$ cat src/rtl/regfile_scoreboard_pkg.sv
// Shared types and constants for the register file / scoreboard slice.
//   word_t    : default-width data word
//   regbits_t : one bit per architectural register (default count)
//   sb_tag_t  : scoreboard reservation tag (default width)
//   ZERO_REG  : index of the hardwired-zero register
package regfile_scoreboard_pkg;
  localparam int unsigned DW_DEF    = 32;
  localparam int unsigned NREGS_DEF = 32;
  localparam int unsigned TAGW_DEF  = 4;
  localparam int unsigned ZERO_REG  = 0;

  typedef logic [DW_DEF-1:0]    word_t;
  typedef logic [NREGS_DEF-1:0] regbits_t;
  typedef logic [TAGW_DEF-1:0]  sb_tag_t;
endpackage

$ cat src/rtl/regfile_sb_entry.sv
// One scoreboard entry: busy bit plus the tag of the owning writer.
//   CLK, nRST  : clock, async active-low reset
//   i_set      : reserve this register (takes priority over clear/flush)
//   i_set_tag  : tag stored with the reservation
//   i_clr      : qualified writeback clear (tag already matched)
//   i_flush    : clear busy unconditionally
//   o_busy     : current busy bit
//   o_tag      : current owner tag
module regfile_sb_entry
  import regfile_scoreboard_pkg::*;
#(
  parameter int unsigned TAGW = TAGW_DEF
) (
  input  logic            CLK,
  input  logic            nRST,
  input  logic            i_set,
  input  logic [TAGW-1:0] i_set_tag,
  input  logic            i_clr,
  input  logic            i_flush,
  output logic            o_busy,
  output logic [TAGW-1:0] o_tag
);
  logic            r_busy;
  logic [TAGW-1:0] r_tag;

  // A reservation in the same cycle as a clear or flush belongs to a newer
  // instruction, so it wins; the tag is kept on clear for debug visibility.
  always_ff @(posedge CLK or negedge nRST) begin
    if (!nRST) begin
      r_busy <= 1'b0;
      r_tag  <= '0;
    end else if (i_set) begin
      r_busy <= 1'b1;
      r_tag  <= i_set_tag;
    end else if (i_clr || i_flush) begin
      r_busy <= 1'b0;
    end
  end

  assign o_busy = r_busy;
  assign o_tag  = r_tag;
endmodule

$ cat src/rtl/regfile_scoreboard.sv
// Parametrised multi-port register file with write-to-read bypass and a
// per-register busy/tag scoreboard. Register 0 is hardwired to zero.
//   CLK, nRST         : clock, async active-low reset
//   rsel / rdat/rbusy : NRD read ports (combinational data and busy)
//   wen/wsel/wdat     : NWR write ports, highest index wins on collision
//   wclr/wtag         : release scoreboard entry if the tag still owns it
//   rsv_en/sel/tag    : reserve a destination register at decode
//   flush             : clear all busy bits (reservation still applied)
module regfile_scoreboard
  import regfile_scoreboard_pkg::*;
#(
  parameter int unsigned DW    = DW_DEF,
  parameter int unsigned NREGS = NREGS_DEF,
  parameter int unsigned NRD   = 2,
  parameter int unsigned NWR   = 2,
  parameter int unsigned TAGW  = TAGW_DEF,
  localparam int unsigned AW   = $clog2(NREGS)
) (
  input  logic                      CLK,
  input  logic                      nRST,
  input  logic [NRD-1:0][AW-1:0]    rsel,
  output logic [NRD-1:0][DW-1:0]    rdat,
  output logic [NRD-1:0]            rbusy,
  input  logic [NWR-1:0]            wen,
  input  logic [NWR-1:0][AW-1:0]    wsel,
  input  logic [NWR-1:0][DW-1:0]    wdat,
  input  logic [NWR-1:0]            wclr,
  input  logic [NWR-1:0][TAGW-1:0]  wtag,
  input  logic                      rsv_en,
  input  logic [AW-1:0]             rsv_sel,
  input  logic [TAGW-1:0]           rsv_tag,
  input  logic                      flush
);
  logic [DW-1:0]   r_regs [NREGS];
  logic [NREGS-1:0] w_busy;
  logic [TAGW-1:0] w_tag  [NREGS];
  logic [NREGS-1:0] w_set;
  logic [NREGS-1:0] w_clr;

  // Register array; ascending port loop makes the highest port win.
  always_ff @(posedge CLK or negedge nRST) begin
    if (!nRST) begin
      for (int unsigned r = 0; r < NREGS; r++) r_regs[r] <= '0;
    end else begin
      for (int unsigned p = 0; p < NWR; p++) begin
        if (wen[p] && (wsel[p] != AW'(ZERO_REG))) r_regs[wsel[p]] <= wdat[p];
      end
    end
  end

  // Per-register reserve and qualified clear requests.
  always_comb begin
    w_set = '0;
    w_clr = '0;
    for (int unsigned r = 1; r < NREGS; r++) begin
      w_set[r] = rsv_en && (rsv_sel == AW'(r));
      for (int unsigned p = 0; p < NWR; p++) begin
        if (wen[p] && wclr[p] && (wsel[p] == AW'(r)) && w_busy[r] &&
            (w_tag[r] == wtag[p]))
          w_clr[r] = 1'b1;
      end
    end
  end

  assign w_busy[0] = 1'b0;
  assign w_tag[0]  = '0;

  for (genvar g = 1; g < NREGS; g++) begin : g_sb
    regfile_sb_entry #(.TAGW(TAGW)) u_entry (
      .CLK       (CLK),
      .nRST      (nRST),
      .i_set     (w_set[g]),
      .i_set_tag (rsv_tag),
      .i_clr     (w_clr[g]),
      .i_flush   (flush),
      .o_busy    (w_busy[g]),
      .o_tag     (w_tag[g])
    );
  end

  // Read ports: array value, overridden by enabled writers in port order so
  // the highest matching port lands last. Busy is masked by a same-cycle
  // clear unless a same-cycle reservation re-claims the register.
  always_comb begin
    rdat  = '0;
    rbusy = '0;
    for (int unsigned i = 0; i < NRD; i++) begin
      rdat[i] = r_regs[rsel[i]];
      for (int unsigned p = 0; p < NWR; p++) begin
        if (wen[p] && (wsel[p] == rsel[i])) rdat[i] = wdat[p];
      end
      rbusy[i] = w_busy[rsel[i]] && !(w_clr[rsel[i]] && !w_set[rsel[i]]);
      if (rsel[i] == AW'(ZERO_REG)) begin
        rdat[i]  = '0;
        rbusy[i] = 1'b0;
      end
    end
  end
endmodule

$ cat config.mk
export PLATFORM = sky130hd
export DESIGN_NAME = regfile_scoreboard
export DESIGN_NICKNAME = d
export VERILOG_FILES = /design/src/rtl/regfile_scoreboard_pkg.sv /design/src/rtl/regfile_sb_entry.sv /design/src/rtl/regfile_scoreboard.sv
export SDC_FILE = /design/constraint.sdc
export NUM_CORES = 2
export LEC_CHECK = 0
export BUFFER_PORTS_ARGS = -buffer_cell sky130_fd_sc_hd__buf_2
export CORE_ASPECT_RATIO = 1.25
export CORE_MARGIN = 3
export CORE_UTILIZATION = 45
export DETAILED_ROUTE_END_ITERATION = 8
export PLACE_DENSITY_LB_ADDON = 0.25
export SETUP_SLACK_MARGIN = 0.05
export SLEW_MARGIN = 20
export SYNTH_ARGS = -nofsm -noshare
export SYNTH_HDL_FRONTEND = slang
export SYNTH_HIERARCHICAL = 1
export SYNTH_SLANG_ARGS = --single-unit
$ cat constraint.sdc
create_clock -name CLK -period 7.5 [get_ports CLK]
set_clock_uncertainty 0.1 [all_clocks]
set_input_delay 0.375 -clock CLK [delete_from_list [all_inputs] [get_ports CLK]]
set_output_delay 0.375 -clock CLK [all_outputs]
set_load 0.005 [all_outputs]
## Yosys cells after proc, flatten, opt, wreduce, memory -nomap -nowiden

Index checks and enable logic that the tools add are counted.

- Memories kept: 0
- Input bits: 109
- Register bits after elaboration: 1179
- Output and inout bits: 66
- RAM bits: 0
- Bits in latches: 0
- ROM bits: 0

- Order comparisons: 8
- Shift-type cells: 0
- $mul: 0
- Muxes and demuxes: 158
- Divide/modulo/power cells: 0
- $add $sub $neg: 0
- Reductions and logical operators: 301
- Bitwise operators: 4
- Equality and inequality tests: 159

Operators with widths:

| kind | count |
|---|---|
| $bwmux W1024 | 2 |
| $mux W1024 | 2 |
| $mux W32 | 12 |
| $bmux W32 S5 | 2 |
| $demux W32 S5 | 2 |
| $eq A4 B4 Y1 | 62 |
| $eq A5 B5 Y1 const B | 48 |
| $logic_and A1 B1 Y1 | 231 |
| $mux W1 | 132 |
| $eq A5 B4 Y1 const B | 24 |
| $reduce_bool A2 Y1 | 31 |
| $eq A5 B3 Y1 const B | 12 |
| $logic_or A1 B1 Y1 | 31 |
| $bmux W1 S5 | 6 |
| $eq A5 B2 Y1 const B | 6 |
| $ge A6 B6 Y1 const B | 4 |
| $not A5 Y6 | 4 |
| $eq A5 B5 Y1 | 4 |
| $eq A5 B1 Y1 const B | 3 |
| $lt A5 B6 Y1 const B | 2 |
| $lt A6 B1 Y1 const B | 2 |
| $logic_not A5 Y1 | 2 |
| $reduce_bool A5 Y1 | 2 |
| $logic_not A1 Y1 | 4 |

## Depth between registers and ports, before layout

- Depth after elaboration: 12
- Gate-level depth with buffers: 12
- Gate-level depth less buffers: 8

## By module

Netlist, hierarchy kept.

Modules (own cells, without submodules):

| module | cells each | area each (um^2) | times used | sequential area each (um^2) |
|---|---|---|---|---|
| regfile_scoreboard | 6560 | 69474.1 | 1 | 25624.6 |
| regfile_sb_entry | 11 | 182.7 | 31 | 125.1 |

## Worst setup path after synthesis

Ideal clock, no wire load.

- Path kind: in2out
- Start point: input port rsel[5] in the netlist's numbering
- End point: output port rdat[38] in the netlist's numbering
- Stages: 9
- Setup slack: 4462 ps
- Data required time: 7025 ps
- Path buffers: 3
- Data arrival time: 2563 ps
- Cell sequence: clkbuf_1 buf_2 buf_2 mux4_2 mux4_2 mux2i_1 nor2_1 a21oi_1 o21ai_0

RTL lines:

| item | RTL line | RTL |
|---|---|---|
| start, declared | regfile_scoreboard.sv:21 | `input logic [NRD-1:0][AW-1:0] rsel,` |
| end, declared | regfile_scoreboard.sv:22 | `output logic [NRD-1:0][DW-1:0] rdat,` |

==> flow_summary.ini <==
[setup_path]
cp.arrival_ps = 4380
cp.required_ps = 7030
crit_fanout = 104
cp-start-kind = input port
setup.worst_path.class = input port to primary output
cp-end-kind = primary output

[yosys]
syn_area_um2 = 75100
synth_fp_nets = 7010
muxShareOfSynthArea = 0.358
ys_ff_latch = 1179
synth_edf_count = 0
synth_compound_area_frac = 0.0867
synthArstFlopShare = 1.00
synth_xor_area_frac = 0.0321
syn_avg_cell_area_um2 = 10.9
ys.flop_type = dfrtp_1
yosys.area_share.simple = 0.0839
syn_inst = 6901
synth_fa_ha_area_frac = 0
yosysSeqAreaShare = 0.393
synth_cell_type_count = 59
synth_top_family_by_area = multiplexers
yosys_warnings = 6

[floorplan]
io-pin-count = 175
core_um2 = 166000
rows = 167
dieArea_um2 = 172000
initial_core_util = 0.453
die_h_um = 463
fp.dieW_um = 371

[run_status]
status = completed

[sta]
grt_setup_unrepaired = no
hold_viol_final = 0
period_share = 0.648
tightest_slew_ps = 1270
min_period_ps = 4860
drv_slew = 0
clock.fmax_mhz = 206
slew_headroom = 0.154
fin_setup_tns_ps = 0
setup_viol_count_final = 0

[clocking]
path_clk_slew_ps = 60
clockBufferDepth = 3
clock-root-buffer = clkbuf_16
cts.sinks = 1179
clk_latency_ps = 800
cts_max_level = 4
cts_tree = built
cts-buffers-inserted = 137

[pwr]
max-vdd-ir-drop_v = 0.000246
p_total_uw = 22100
p_leak_uw = 0.0346
powerDensity_nw_per_um2 = 271

[min_path]
hold_class = input port to register

[final_layout]
layout-drive-gt1-share = 0.212
stdcell_count = 8825
nNetsFinal = 6613
post-route-util = 0.492
syn_to_final_growth_pct = 8.72

[global_route]
grt_max_degree = 171
grt_pass1_wl_um = 417000
grt_overflow_total = 0
antenna_found_initial = 33
groute.usage.overall = 0.334
grt_pass1_vias = 57900

[place]
gp_congestion = 0.930
hpwl_um = 162000
place_inst = 8557
io_buffer_count = 174

[run]
cap_violations = 0

[drt]
routed_wl_um = 291000
post_drt_wl_per_cell_um = 32.9
drt-initial-drc-count = 8752
vias_per_cell = 6.70
drt_drc_violations_left = 0
first_pass_iters = 6
num_vias = 59200
ant_nets = 0
[layout by cell type, fill, tap and decap left out, types with 7 or more instances in the layout]
| cell | n |
|---|---|
| mux2i_1 | 1050 |
| buf_4 | 103 |
| nor2_4 | 23 |
| o32ai_1 | 12 |
| dfrtp_1 | 1179 |
| nor2_1 | 942 |
| inv_6 | 7 |
| or4_1 | 17 |
| o21ai_0 | 262 |
| nand2b_1 | 13 |
| nor3_1 | 18 |
| nand3_1 | 52 |
| nand4_1 | 40 |
| or3_1 | 12 |
| nand3b_1 | 7 |
| o41ai_1 | 13 |
| clkbuf_1 | 32 |
| a32oi_1 | 10 |
| clkbuf_16 | 143 |
| clkbuf_8 | 24 |
| diode_2 | 23 |
| nand2_4 | 28 |
| nand2_1 | 303 |
| xnor2_1 | 174 |
| a21oi_1 | 878 |
| buf_2 | 165 |
| nor4_1 | 18 |
| buf_12 | 17 |
| mux2_2 | 129 |
| a21o_2 | 31 |
| bufinv_16 | 11 |
| xor2_1 | 101 |
| mux4_2 | 664 |
| clkinv_2 | 20 |
[flip-flops by register name (all words and copies together), names as in the netlist]
register / cells
r_regs: 1024
g_sb.u_entry/o_tag: 124
g_sb.u_entry/o_busy: 31
[Yosys cell counts (14+ instances only)]
cell / instances / share of area
xnor2_1: 174 / 0.020
o41ai_1: 14 / 0.0016
or4_1: 17 / 0.0017
buf_2: 135 / 0.0090
buf_1: 97 / 0.0048
nand3_1: 55 / 0.0037
nor2_1: 965 / 0.048
nand2b_1: 17 / 0.0014
mux2_2: 129 / 0.019
dfrtp_1: 1179 / 0.39
nand2_1: 334 / 0.017
a21o_2: 31 / 0.0036
clkbuf_1: 539 / 0.027
xor2_1: 101 / 0.012
buf_4: 27 / 0.0027
mux2i_1: 1050 / 0.14
a21oi_1: 879 / 0.059
nor4_1: 18 / 0.0015
nor3_1: 18 / 0.0012
o21ai_0: 264 / 0.018
nand4_1: 40 / 0.0033
mux4_2: 664 / 0.20
clkbuf_2: 29 / 0.0019
[metrics by stage]
step                hold slack (ps)  instance area, µm²  worst slack (ps)
global placement                277               76900              3010
detailed placement              283               77000              2960
CTS                            1.29               81500              2960
finish                         48.1               81700              2640
floorplan                     -20.6               75100              4460
global route                   50.9               81600              2660
[layer usage]
metal	vias to the layer above	share of wire	track usage
met3	994	0.12	0.102
met2	4033	0.43	0.482
met1	29800	0.38	0.447
met5	-	0.00036	0
met4	16	0.066	0.188
li1	24300	-	-
[worst max-delay path, stage by stage]
cell,delay (ps)
buf_8,500
buf_12,620
mux4_2,400
mux4_2,500
mux2i_1,550
nor2_1,90
a21oi_1,560
o21ai_0,410
buf_2,260
[where the power goes]
| group | switching [µW] | leakage, µW | internal (µW) | total [µW] |
|---|---|---|---|---|
| clock network | 2870 | 0.00225 | 4110 | 6970 |
| registers | 1330 | 0.0143 | 7970 | 9300 |
| logic | 2680 | 0.0180 | 3170 | 5850 |
| total | 6870 | 0.0346 | 15200 | 22100 |
[repair_timing]
item,CTS,global route
hold buffers,2,0
hold endpoints to repair,138,0
buffers inserted,0,0
resized for setup,0,0
[cell families (layout without fill, tap and decap cells)]
kind of cell           after synthesis  count (layout)
AO/OA/AOI/OAI                     1236            1236
XOR/XNOR                           275             275
buffers and inverters              839             543
AND/OR/NAND/NOR                   1528            1528
multiplexers                      1844            1844
flip-flops                        1179            1179
other                                0              23
[layout make-up]
cell class | count | area, µm²
fill | 14700 | 84200
multi-input combinational | 4883 | 42700
sequential | 1179 | 29500
clock buffer | 199 | 4030
tap | 2197 | 2750
timing repair buffer | 294 | 2090
clock inverter | 41 | 538
antenna | 23 | 57.6
inverter | 9 | 43.8
[final timing paths]
check,from,end,slack (ps),cells past startpoint
max,rsel[6],rdat[33],2640,9
min,wdat[53],r_regs[757]$_DFF_PN0_,50,3
max reg2reg,g_sb[1].u_entry/o_tag[1]$_DFFE_PN0P_,g_sb[1].u_entry/o_busy$_DFFE_PN0P_,5520,5
min reg2reg,r_regs[1008]$_DFF_PN0_,r_regs[1008]$_DFF_PN0_,290,0
max in group asynchronous,nRST,r_regs[971]$_DFF_PN0_,5280,4
min in group asynchronous,nRST,r_regs[935]$_DFF_PN0_,120,2
(Power assumes the default switching activity.)
